**src/rtl/puf_auth_controller.sv**
```systemverilog
// Host-side sequencer for the ring-oscillator PUF: measures NUM_BITS challenges one at a time,
// then either stores the response as the enrolled reference or scores it by Hamming distance.
module puf_auth_controller #(
    parameter int NUM_BITS    = 16,
    parameter int RST_CYCLES  = 4,
    parameter int WAIT_CYCLES = 10100000,
    parameter int HD_THRESH   = 2
) (
    input  logic                clk_i,
    input  logic                rst_ni,
    input  logic                start_i,
    input  logic                enroll_i,
    output logic                busy_o,
    output logic                done_o,
    output logic [NUM_BITS-1:0] response_word_o,
    output logic [NUM_BITS-1:0] ref_word_o,
    output logic                ref_valid_o,
    output logic [4:0]          hamming_dist_o,
    output logic                auth_pass_o,
    output logic                no_ref_o,
    output logic                puf_rst_o,
    output logic                puf_in_valid_o,
    output logic [3:0]          puf_challange_o,
    input  logic                puf_response_bit_i
);

    typedef enum logic [2:0] {
        S_IDLE,
        S_PRST,
        S_RUN,
        S_SAMPLE,
        S_DONE
    } state_e;

    localparam logic [3:0]  LAST_IDX  = 4'(NUM_BITS - 1);
    localparam logic [31:0] RST_LOAD  = 32'(RST_CYCLES - 1);
    localparam logic [31:0] WAIT_LOAD = 32'(WAIT_CYCLES - 1);
    localparam logic [4:0]  HD_MAX    = 5'(NUM_BITS);
    localparam logic [4:0]  HD_LIMIT  = 5'(HD_THRESH);

    state_e              state_q, state_d;
    logic [3:0]          index_q, index_d;
    logic [31:0]         wait_q, wait_d;
    logic                mode_q, mode_d;
    logic [NUM_BITS-1:0] resp_q, resp_d;
    logic [NUM_BITS-1:0] ref_q, ref_d;
    logic                ref_valid_q, ref_valid_d;
    logic [4:0]          hd_q, hd_d;
    logic                auth_pass_q, auth_pass_d;
    logic                no_ref_q, no_ref_d;

    logic                ref_bit;
    logic                hd_pass;

    always_ff @(posedge clk_i) begin
        if (!rst_ni) begin
            state_q     <= S_IDLE;
            index_q     <= 4'd0;
            wait_q      <= 32'd0;
            mode_q      <= 1'b0;
            resp_q      <= '0;
            ref_q       <= '0;
            ref_valid_q <= 1'b0;
            hd_q        <= 5'd0;
            auth_pass_q <= 1'b0;
            no_ref_q    <= 1'b0;
        end else begin
            state_q     <= state_d;
            index_q     <= index_d;
            wait_q      <= wait_d;
            mode_q      <= mode_d;
            resp_q      <= resp_d;
            ref_q       <= ref_d;
            ref_valid_q <= ref_valid_d;
            hd_q        <= hd_d;
            auth_pass_q <= auth_pass_d;
            no_ref_q    <= no_ref_d;
        end
    end

    always_comb begin
        state_d     = state_q;
        index_d     = index_q;
        wait_d      = wait_q;
        mode_d      = mode_q;
        resp_d      = resp_q;
        ref_d       = ref_q;
        ref_valid_d = ref_valid_q;
        hd_d        = hd_q;
        auth_pass_d = auth_pass_q;
        no_ref_d    = no_ref_q;

        ref_bit = 1'b0;
        for (int i = 0; i < NUM_BITS; i++) begin
            if (index_q == 4'(i)) begin
                ref_bit = ref_q[i];
            end
        end
        hd_pass = (hd_q <= HD_LIMIT);

        case (state_q)
            S_IDLE: begin
                if (start_i) begin
                    mode_d      = enroll_i;
                    index_d     = 4'd0;
                    hd_d        = 5'd0;
                    auth_pass_d = 1'b0;
                    // Authenticating with nothing enrolled is rejected without touching the PUF.
                    if (!enroll_i && !ref_valid_q) begin
                        no_ref_d = 1'b1;
                        state_d  = S_DONE;
                    end else begin
                        no_ref_d = 1'b0;
                        wait_d   = RST_LOAD;
                        state_d  = S_PRST;
                    end
                end
            end
            S_PRST: begin
                if (wait_q == 32'd0) begin
                    wait_d  = WAIT_LOAD;
                    state_d = S_RUN;
                end else begin
                    wait_d = wait_q - 32'd1;
                end
            end
            S_RUN: begin
                if (wait_q == 32'd0) begin
                    state_d = S_SAMPLE;
                end else begin
                    wait_d = wait_q - 32'd1;
                end
            end
            S_SAMPLE: begin
                for (int i = 0; i < NUM_BITS; i++) begin
                    if (index_q == 4'(i)) begin
                        resp_d[i] = puf_response_bit_i;
                    end
                end
                if (!mode_q && (puf_response_bit_i != ref_bit) && (hd_q < HD_MAX)) begin
                    hd_d = hd_q + 5'd1;
                end
                if (index_q == LAST_IDX) begin
                    state_d = S_DONE;
                end else begin
                    index_d = index_q + 4'd1;
                    wait_d  = RST_LOAD;
                    state_d = S_PRST;
                end
            end
            S_DONE: begin
                if (!no_ref_q) begin
                    if (mode_q) begin
                        ref_d       = resp_q;
                        ref_valid_d = 1'b1;
                        auth_pass_d = 1'b0;
                    end else begin
                        auth_pass_d = hd_pass;
                    end
                end
                state_d = S_IDLE;
            end
            default: begin
                state_d = S_IDLE;
            end
        endcase
    end

    // The PUF is only released from reset while a challenge is being measured or sampled.
    always_comb begin
        busy_o          = (state_q != S_IDLE);
        done_o          = (state_q == S_DONE);
        puf_in_valid_o  = (state_q == S_RUN) || (state_q == S_SAMPLE);
        puf_rst_o       = !puf_in_valid_o;
        puf_challange_o = 4'd0;
        if ((state_q == S_PRST) || (state_q == S_RUN) || (state_q == S_SAMPLE)) begin
            puf_challange_o = index_q;
        end
        auth_pass_o = auth_pass_q;
        if ((state_q == S_DONE) && !mode_q && !no_ref_q) begin
            auth_pass_o = hd_pass;
        end
    end

    assign response_word_o = resp_q;
    assign ref_word_o      = ref_q;
    assign ref_valid_o     = ref_valid_q;
    assign hamming_dist_o  = hd_q;
    assign no_ref_o        = no_ref_q;

endmodule

```
**config.mk**
```make
export PLATFORM = sky130hd
export DESIGN_NAME = puf_auth_controller
export DESIGN_NICKNAME = d
export VERILOG_FILES = /design/src/rtl/puf_auth_controller.sv
export SDC_FILE = /design/constraint.sdc
export NUM_CORES = 1
export LEC_CHECK = 0
export BUFFER_PORTS_ARGS = -buffer_cell sky130_fd_sc_hd__clkbuf_2
export CAP_MARGIN = 20
export CORE_ASPECT_RATIO = 1.75
export CORE_UTILIZATION = 54
export DETAILED_ROUTE_END_ITERATION = 16
export HOLD_SLACK_MARGIN = 0.1
export PLACE_DENSITY = 0.74
export SYNTH_ARGS = -nofsm -noshare
export SYNTH_HDL_FRONTEND = slang
export SYNTH_SLANG_ARGS = --single-unit
```
**constraint.sdc**
```tcl
create_clock -name clk_i -period 2.7 [get_ports clk_i]
set_input_delay 0.81 -clock clk_i [delete_from_list [all_inputs] [get_ports clk_i]]
set_output_delay 0.81 -clock clk_i [all_outputs]
set_load 0.02 [all_outputs]
```
==> flow_summary.yaml, run 1 <==
outcome:
  status: "complete, no violations"
synth:
  avgSynthCellArea_um2: 7.847
  synth.distinct_cells: 63
  netlist_area_um2: 4245
  yosys_most_used_dff: "dfxtp_1"
  synth_edf_count: 0
  ys_async_sr_fraction_pct: 0
  synth_fp_nets: 554
  yosysWarnings: 0
  syn_inst: 541
  synth_seq_cells: 80
  seq_area_frac_synth_pct: 37.72
place:
  gp_congestion: 0.9130
  hpwl_um: 8961
  pre_cts_ws_ns: -0.04983
  io_buffers: 52
worst_hold_path:
  min_from: "wait_q[29]"
  hp-class: "flop to flop"
worst_setup_path:
  path_max_fanout: 9
  cpPeakStageDelay_ns: 0.55
  crit_end: "hamming_dist_o[2]"
  startpoint_type: "flop"
  path_class: "flop to flop"
  crit_arrival_ns: 2.82
  crit_path_end_kind: "flop"
  r2r_slack_ns: 0.15
  reg2reg_from: "index_q[1]"
  critPathSlowestCell: "or4_1"
  reg2reg_to: "hamming_dist_o[2]"
  cp-startpoint: "index_q[1]"
  reg2reg_depth: 9
  crit_chain: "inv_1 -> ha_2 -> a21oi_1 -> or2_0 -> a2111o_1 -> and4_1 -> o2bb2ai_1 -> or4_1 -> nand3_1"
  critPathRequiredTime_ns: 2.98
die:
  core-area_um2: 7567
  initial_core_util_pct: 56.10
  num_io_pins: 53
  row_count: 42
  die_w_um: 69.03
  die_h_um: 119.3
  design.die.area_um2: 8234
clock_network:
  cts.htree.levels: 3
  ctsHoldBuffers: 0
  cts_tree: "built"
  insertion_delay_ns: 0.34
  path_clk_slew_ns: 0.06
  cts_resized: 1
  ctsLongestPathBuffers: 2
  cts_root_buffer: "clkbuf_16"
  clock_sinks: 80
  numCtsBuffers: 9
  post_cts.repair.setup_buffers: 0
sta:
  fin_ws_ns: 0.1542
  slew_viol_final: 0
  skew_ns: 0.008716
  slew_headroom_pct: 51.14
  worstMarginPinSlew_ns: 0.7329
  final-setup-viol-count: 0
  timing.hold.ws_ns: 0.4501
  fmax_mhz: 392.8
  hold_viol_final: 0
  fin_crit_sh_pct: 94.29
  rsz0062_at_grt: "false"
  period_minus_slack_ns: 2.546
detailed_routing:
  drt_iter0_markers: 320
  via_per_inst: 6.072
  highest_layer: "met4"
  wl_met2_um: 6588
  dr.pass1.iters: 4
  drc: 0
  met3_length_um: 440
  drt-met1-wl_um: 4396
  antenna_left: 0
  wl_per_cell_um: 17.28
  via_count: 4226
  finalWirelength_um: 12030
power_and_ir_drop:
  power.share.switching_pct: 43.42
  p_leak_nw: 1.980
  p_total_w: 0.006505
  ir_worst_vdd_v: 0.001142
  switching_power_w: 0.002824
  powerDensity_nw_per_um2: 1294
  comb_power_share_pct: 53.5
  clock_power_share_pct: 19.9
  seqPwrFrac_pct: 26.6
  p_int_w: 0.003681
cells_and_area:
  fin_nets: 616
  drive_gt1_share_pct: 20.39
  syn2layout_area_growth_pct: 18.39
  final_cell_mix: "nor2_1, dfxtp_1, nand2_1"
  n_antenna_cell: 0
  final_common_cell: "nor2_1"
  fin_util_pct: 66.42
grt:
  grt_pass1_vias: 4121
  grt_use_total_pct: 29.71
  antenna_found_initial: 0
  grt_max_degree: 46
  grt_pass1_wl_um: 19350
  grt-ovfl-total: 0
job:
  max_cap_viol_count: 0
## power groups by stage
| stage | Combinational, W | Clock [W] | Sequential (W) |
|---|---|---|---|
| finish | 0.00348 | 0.00129 | 0.00173 |
| floorplan | 0.00259 | 0 | 0.00166 |
| detailed placement | 0.00343 | 0 | 0.00174 |
| CTS | 0.00347 | 0.00131 | 0.00172 |
| global route | 0.00382 | 0.00134 | 0.00177 |
| global placement | 0.00335 | 0 | 0.00173 |
## final cells by class
cell class	count	area, µm²
Tap cell	88	110.1
Fill cell	664	2541
Sequential cell	80	1603
Timing Repair Buffer	81	478.0
Clock buffer	11	232.7
Inverter	16	60.06
Clock inverter	5	81.33
Multi-Input combinational cell	415	2461
## cells by family (layout without fill, tap and decap cells)
group | count (synthesis) | in the layout | share of synthesized area (%)
AND/OR/NAND/NOR | 265 | 265 | 31.54
AO/OA/AOI/OAI | 108 | 108 | 15.91
flip-flops | 80 | 80 | 37.72
buffers and inverters | 46 | 113 | 4.863
multiplexers | 19 | 19 | 4.509
XOR/XNOR | 15 | 15 | 3.095
adder cells (fa/ha/maj) | 8 | 8 | 2.358
## synth_stat cells, types with 6 or more instances
library cell / count / area [µm²]
dfxtp_1: 80 / 1602
nand3_1: 24 / 120.1
nor2_1: 80 / 300.3
a21oi_1: 51 / 255.2
buf_2: 6 / 30.03
ha_1: 8 / 100.1
clkbuf_1: 19 / 71.32
nand2_1: 61 / 229.0
nor3_1: 20 / 100.1
mux2i_1: 18 / 180.2
xor2_1: 8 / 70.07
nand2b_1: 8 / 50.05
inv_1: 14 / 52.55
o21ai_0: 17 / 85.08
a31oi_1: 7 / 43.79
nor4_1: 14 / 87.58
or3_1: 8 / 50.05
xnor2_1: 7 / 61.31
## worst min path at each step
stage / endpoint / slack (ns) / depth (start not counted)
4_1_cts: wait_q[29] / 0.45 / 1
5_1_grt: wait_q[29] / 0.48 / 1
3_5_place_dp: wait_q[29] / 0.45 / 1
6_report: wait_q[29] / 0.45 / 1
3_3_place_gp: wait_q[29] / 0.44 / 1
2_1_floorplan: wait_q[29] / 0.42 / 1
## routing by layer
layer | vias to the layer above | track usage (%)
met3 | 47 | 4.484
met2 | 144 | 56.92
met4 | 0 | 18.49
met5 | - | 0
li1 | 2041 | -
met1 | 1994 | 28.82
## per-stage QoR
stage	cell area [µm²]	instances	setup TNS [ns]
2_1_floorplan	4245	541	0
3_3_place_gp	4687	680	0
3_5_place_dp	4687	680	-0.08450
4_1_cts	5002	696	0
5_1_grt	5026	696	0
6_report	5026	696	0
## sequential cells by signal, summed over array words and instances, names as in the netlist
signal           count
mode_q               1
response_word_o     16
state_q              3
no_ref_o             1
auth_pass_q          1
hamming_dist_o       5
wait_q              32
index_q              4
ref_valid_o          1
ref_word_o          16
## worst max-delay path, delay by kind of cell (launching register included)
kind / cells / cell delay [ns]
fa+ha+maj: 1 / 0.30
simple gates: 4 / 1.06
compound gates: 3 / 0.65
flops: 1 / 0.35
buf+inv: 1 / 0.13
Power figures use the tool's default switching activity.
==> run 2, diff against run 1 <==
--- a/config.mk
+++ b/config.mk
@@ -5,6 +5,7 @@
 export SDC_FILE = /design/constraint.sdc
 export NUM_CORES = 1
 export LEC_CHECK = 0
+export ABC_AREA = 1
 export BUFFER_PORTS_ARGS = -buffer_cell sky130_fd_sc_hd__clkbuf_2
 export CAP_MARGIN = 20
 export CORE_ASPECT_RATIO = 1.75
@@ -12,6 +13,8 @@
 export DETAILED_ROUTE_END_ITERATION = 16
 export HOLD_SLACK_MARGIN = 0.1
 export PLACE_DENSITY = 0.74
+export SKIP_CTS_REPAIR_TIMING = 1
 export SYNTH_ARGS = -nofsm -noshare
 export SYNTH_HDL_FRONTEND = slang
 export SYNTH_SLANG_ARGS = --single-unit
+export TNS_END_PERCENT = 10
==> run 2 against run 1 <==
Die area down 2.1%. Sequential power about the same. Highest routed layer unchanged. Largest cell class unchanged. Largest power group unchanged. Worst hold slack better by 0.0020 ns. Critical endpoint is now auth_pass_o.
==> flow_summary.yaml, run 2 <==
synth:
  synth.distinct_cells: 38
  synth_edf_count: 0
  synth_top_cell_area_share_pct: 38.55
  seq_area_frac_synth_pct: 38.55
  synth_common_cells: "nor2_1, nand2_1, dfxtp_1, inv_1, a21oi_1"
  netlist_area_um2: 4154
  ys_async_sr_fraction_pct: 0
  synth_seq_cells: 80
  avgSynthCellArea_um2: 6.935
  yosysWarnings: 0
  syn_inst: 599
  synth_fp_nets: 612
  synth.most_common_cell: "nor2_1"
  synth_top_cell_by_area: "dfxtp_1"
  yosys_most_used_dff: "dfxtp_1"
  synthTopCellsByArea: "dfxtp_1, a21oi_1, nor2_1"
power_and_ir_drop:
  powerDensity_nw_per_um2: 1350
  ir_worst_vdd_v: 0.0005761
  p_leak_nw: 2.177
clock_network:
  cts_root_buffer: "clkbuf_16"
  cts.htree.levels: 3
  clock_sinks: 80
  cts_tree: "built"
  numCtsBuffers: 9
  ctsLongestPathBuffers: 2
  insertion_delay_ns: 0.34
  path_clk_slew_ns: 0.06
place:
  io_buffers: 52
  pre_cts_ws_ns: 0.1609
  hpwl_um: 8723
  dpl-instance-area_um2: 4562
  dp_cells: 738
  gp_congestion: 0.9668
sta:
  final-setup-viol-count: 0
  fin_ws_ns: 0.1164
  fmax_mhz: 387.1
  setup-tns-final_ns: 0
  skew_ns: 0.006351
  period_minus_slack_ns: 2.584
  slew_viol_final: 0
  worstMarginPinSlew_ns: 0.7222
  fin_crit_sh_pct: 95.69
  hold_viol_final: 0
  rsz0062_at_grt: "true"
  slew_headroom_pct: 51.74
worst_setup_path:
  path_max_fanout: 4
  critPathRequiredTime_ns: 1.89
  crit_arrival_ns: 1.77
  cpPeakStageDelay_ns: 0.34
  cp_common_cell: "inv_1"
  crit_path_end_kind: "primary output"
  crit_chain: "nor2_1 -> inv_1 -> nor2_2 -> inv_1 -> nor2_2 -> inv_1 -> nand2_1 -> o2111ai_2 -> nand2_1 -> clkbuf_2"
  critPathSlowestCell: "dfxtp_1"
  startpoint_type: "flop"
  path_class: "flop to primary output"
cells_and_area:
  n_antenna_cell: 0
  fin_cells: 756
  final_cell_mix: "nor2_1, nand2_1, inv_1, dfxtp_1, a21oi_1"
  final_common_cell: "nor2_1"
  syn2layout_area_growth_pct: 17.23
  largest_register: "wait_q"
  largest_reg_flops: 32
  n_fill_cell: 709
  drive_gt1_share_pct: 18.26
  final_cell_area_um2: 4870
  fin_nets: 676
detailed_routing:
  drt_iter0_markers: 340
  via_count: 4250
  dr.pass1.iters: 5
  finalWirelength_um: 11800
  via_per_inst: 5.622
  drc: 0
  wl_per_cell_um: 15.61
  antenna_left: 0
job:
  max_cap_viol_count: 0
die:
  design.die.area_um2: 8061
  num_io_pins: 53
  row_count: 42
  die_w_um: 68.30
  core-area_um2: 7515
  initial_core_util_pct: 55.28
  die_h_um: 118.0
grt:
  grt_pass1_vias: 4107
  grt-ovfl-total: 0
  grt_pass1_wl_um: 18980
  antenna_found_initial: 0
  grt_max_degree: 26
  grt_use_total_pct: 31.62
worst_hold_path:
  hp-class: "flop to flop"
outcome:
  status: "complete, no violations"
run 2: cell count changes after synthesis, sizes merged, moves of 8 or more:
cell / change
inv: +75
a21oi: +26
nand2: +25
o21ai: +23
mux2i: -18
nor2: +14
a311oi: +12
buf: -9
nor3: -9
nor4: -9
nand2b: -8
or3: -8
run 2: cell type report:
type                            count  area (µm²)  share of cell area (%)
Multi-Input combinational cell    412        2161                   44.37
Clock inverter                      4       20.02                  0.4111
Clock buffer                       12       246.5                   5.062
Tap cell                           88       110.1                   2.261
Inverter                           91       341.6                   7.014
Sequential cell                    80        1603                   32.91
Timing Repair Buffer               69       387.9                   7.965
run 2: per-layer routing:
metal / wire length [µm] / GRT usage (%) / vias up
li1: - / - / 2099
met1: 4329 / 32.11 / 1981
met2: 6378 / 54.04 / 127
met3: 471 / 7.655 / 43
met4: 624 / 20.70 / 0
met5: 0 / 0 / -
run 2: report_power, final:
part / switching, W / total (W) / leakage, nW / internal (W)
logic: 0.00240 / 0.00371 / 1.39 / 0.00131
clock network: 0.000478 / 0.00112 / 0.136 / 0.000642
registers: 0.000293 / 0.00174 / 0.648 / 0.00145
run 2: cells by family after synthesis:
group | after synthesis | share of synthesized area [%]
buffers and inverters | 107 | 10.03
DFF | 80 | 38.55
AOI/OAI and AO/OA | 141 | 18.74
and+or+nand+nor | 249 | 27.32
xor gates and xnor gates | 14 | 2.952
adders and majority gates | 8 | 2.410
run 2: per-stage QoR:
stage               hold slack, ns  utilization (%)  power, W
finish                      0.4522            64.80  0.006576
global route                0.4819            64.80  0.007082
CTS                         0.4558            64.25  0.006371
detailed placement          0.4470            60.71  0.005235
global placement            0.4424            60.71  0.005168
floorplan                   0.4262                -  0.004257
run 2: worst max-delay path: cells and delay by family (launching register included):
| family | cells | cell delay (ns) |
|---|---|---|
| buf+inv | 4 | 0.43 |
| simple gates | 5 | 0.55 |
| flops | 1 | 0.34 |
| compound gates | 1 | 0.12 |
run 2: worst paths after layout:
kind	start	endpoint	slack (ns)	cells after the start
max	state_q[0]	auth_pass_o	0.12	10
min	wait_q[0]	wait_q[0]	0.45	1
max reg2reg	index_q[1]	wait_q[30]	0.19	14
min reg2reg	wait_q[0]	wait_q[0]	0.45	1
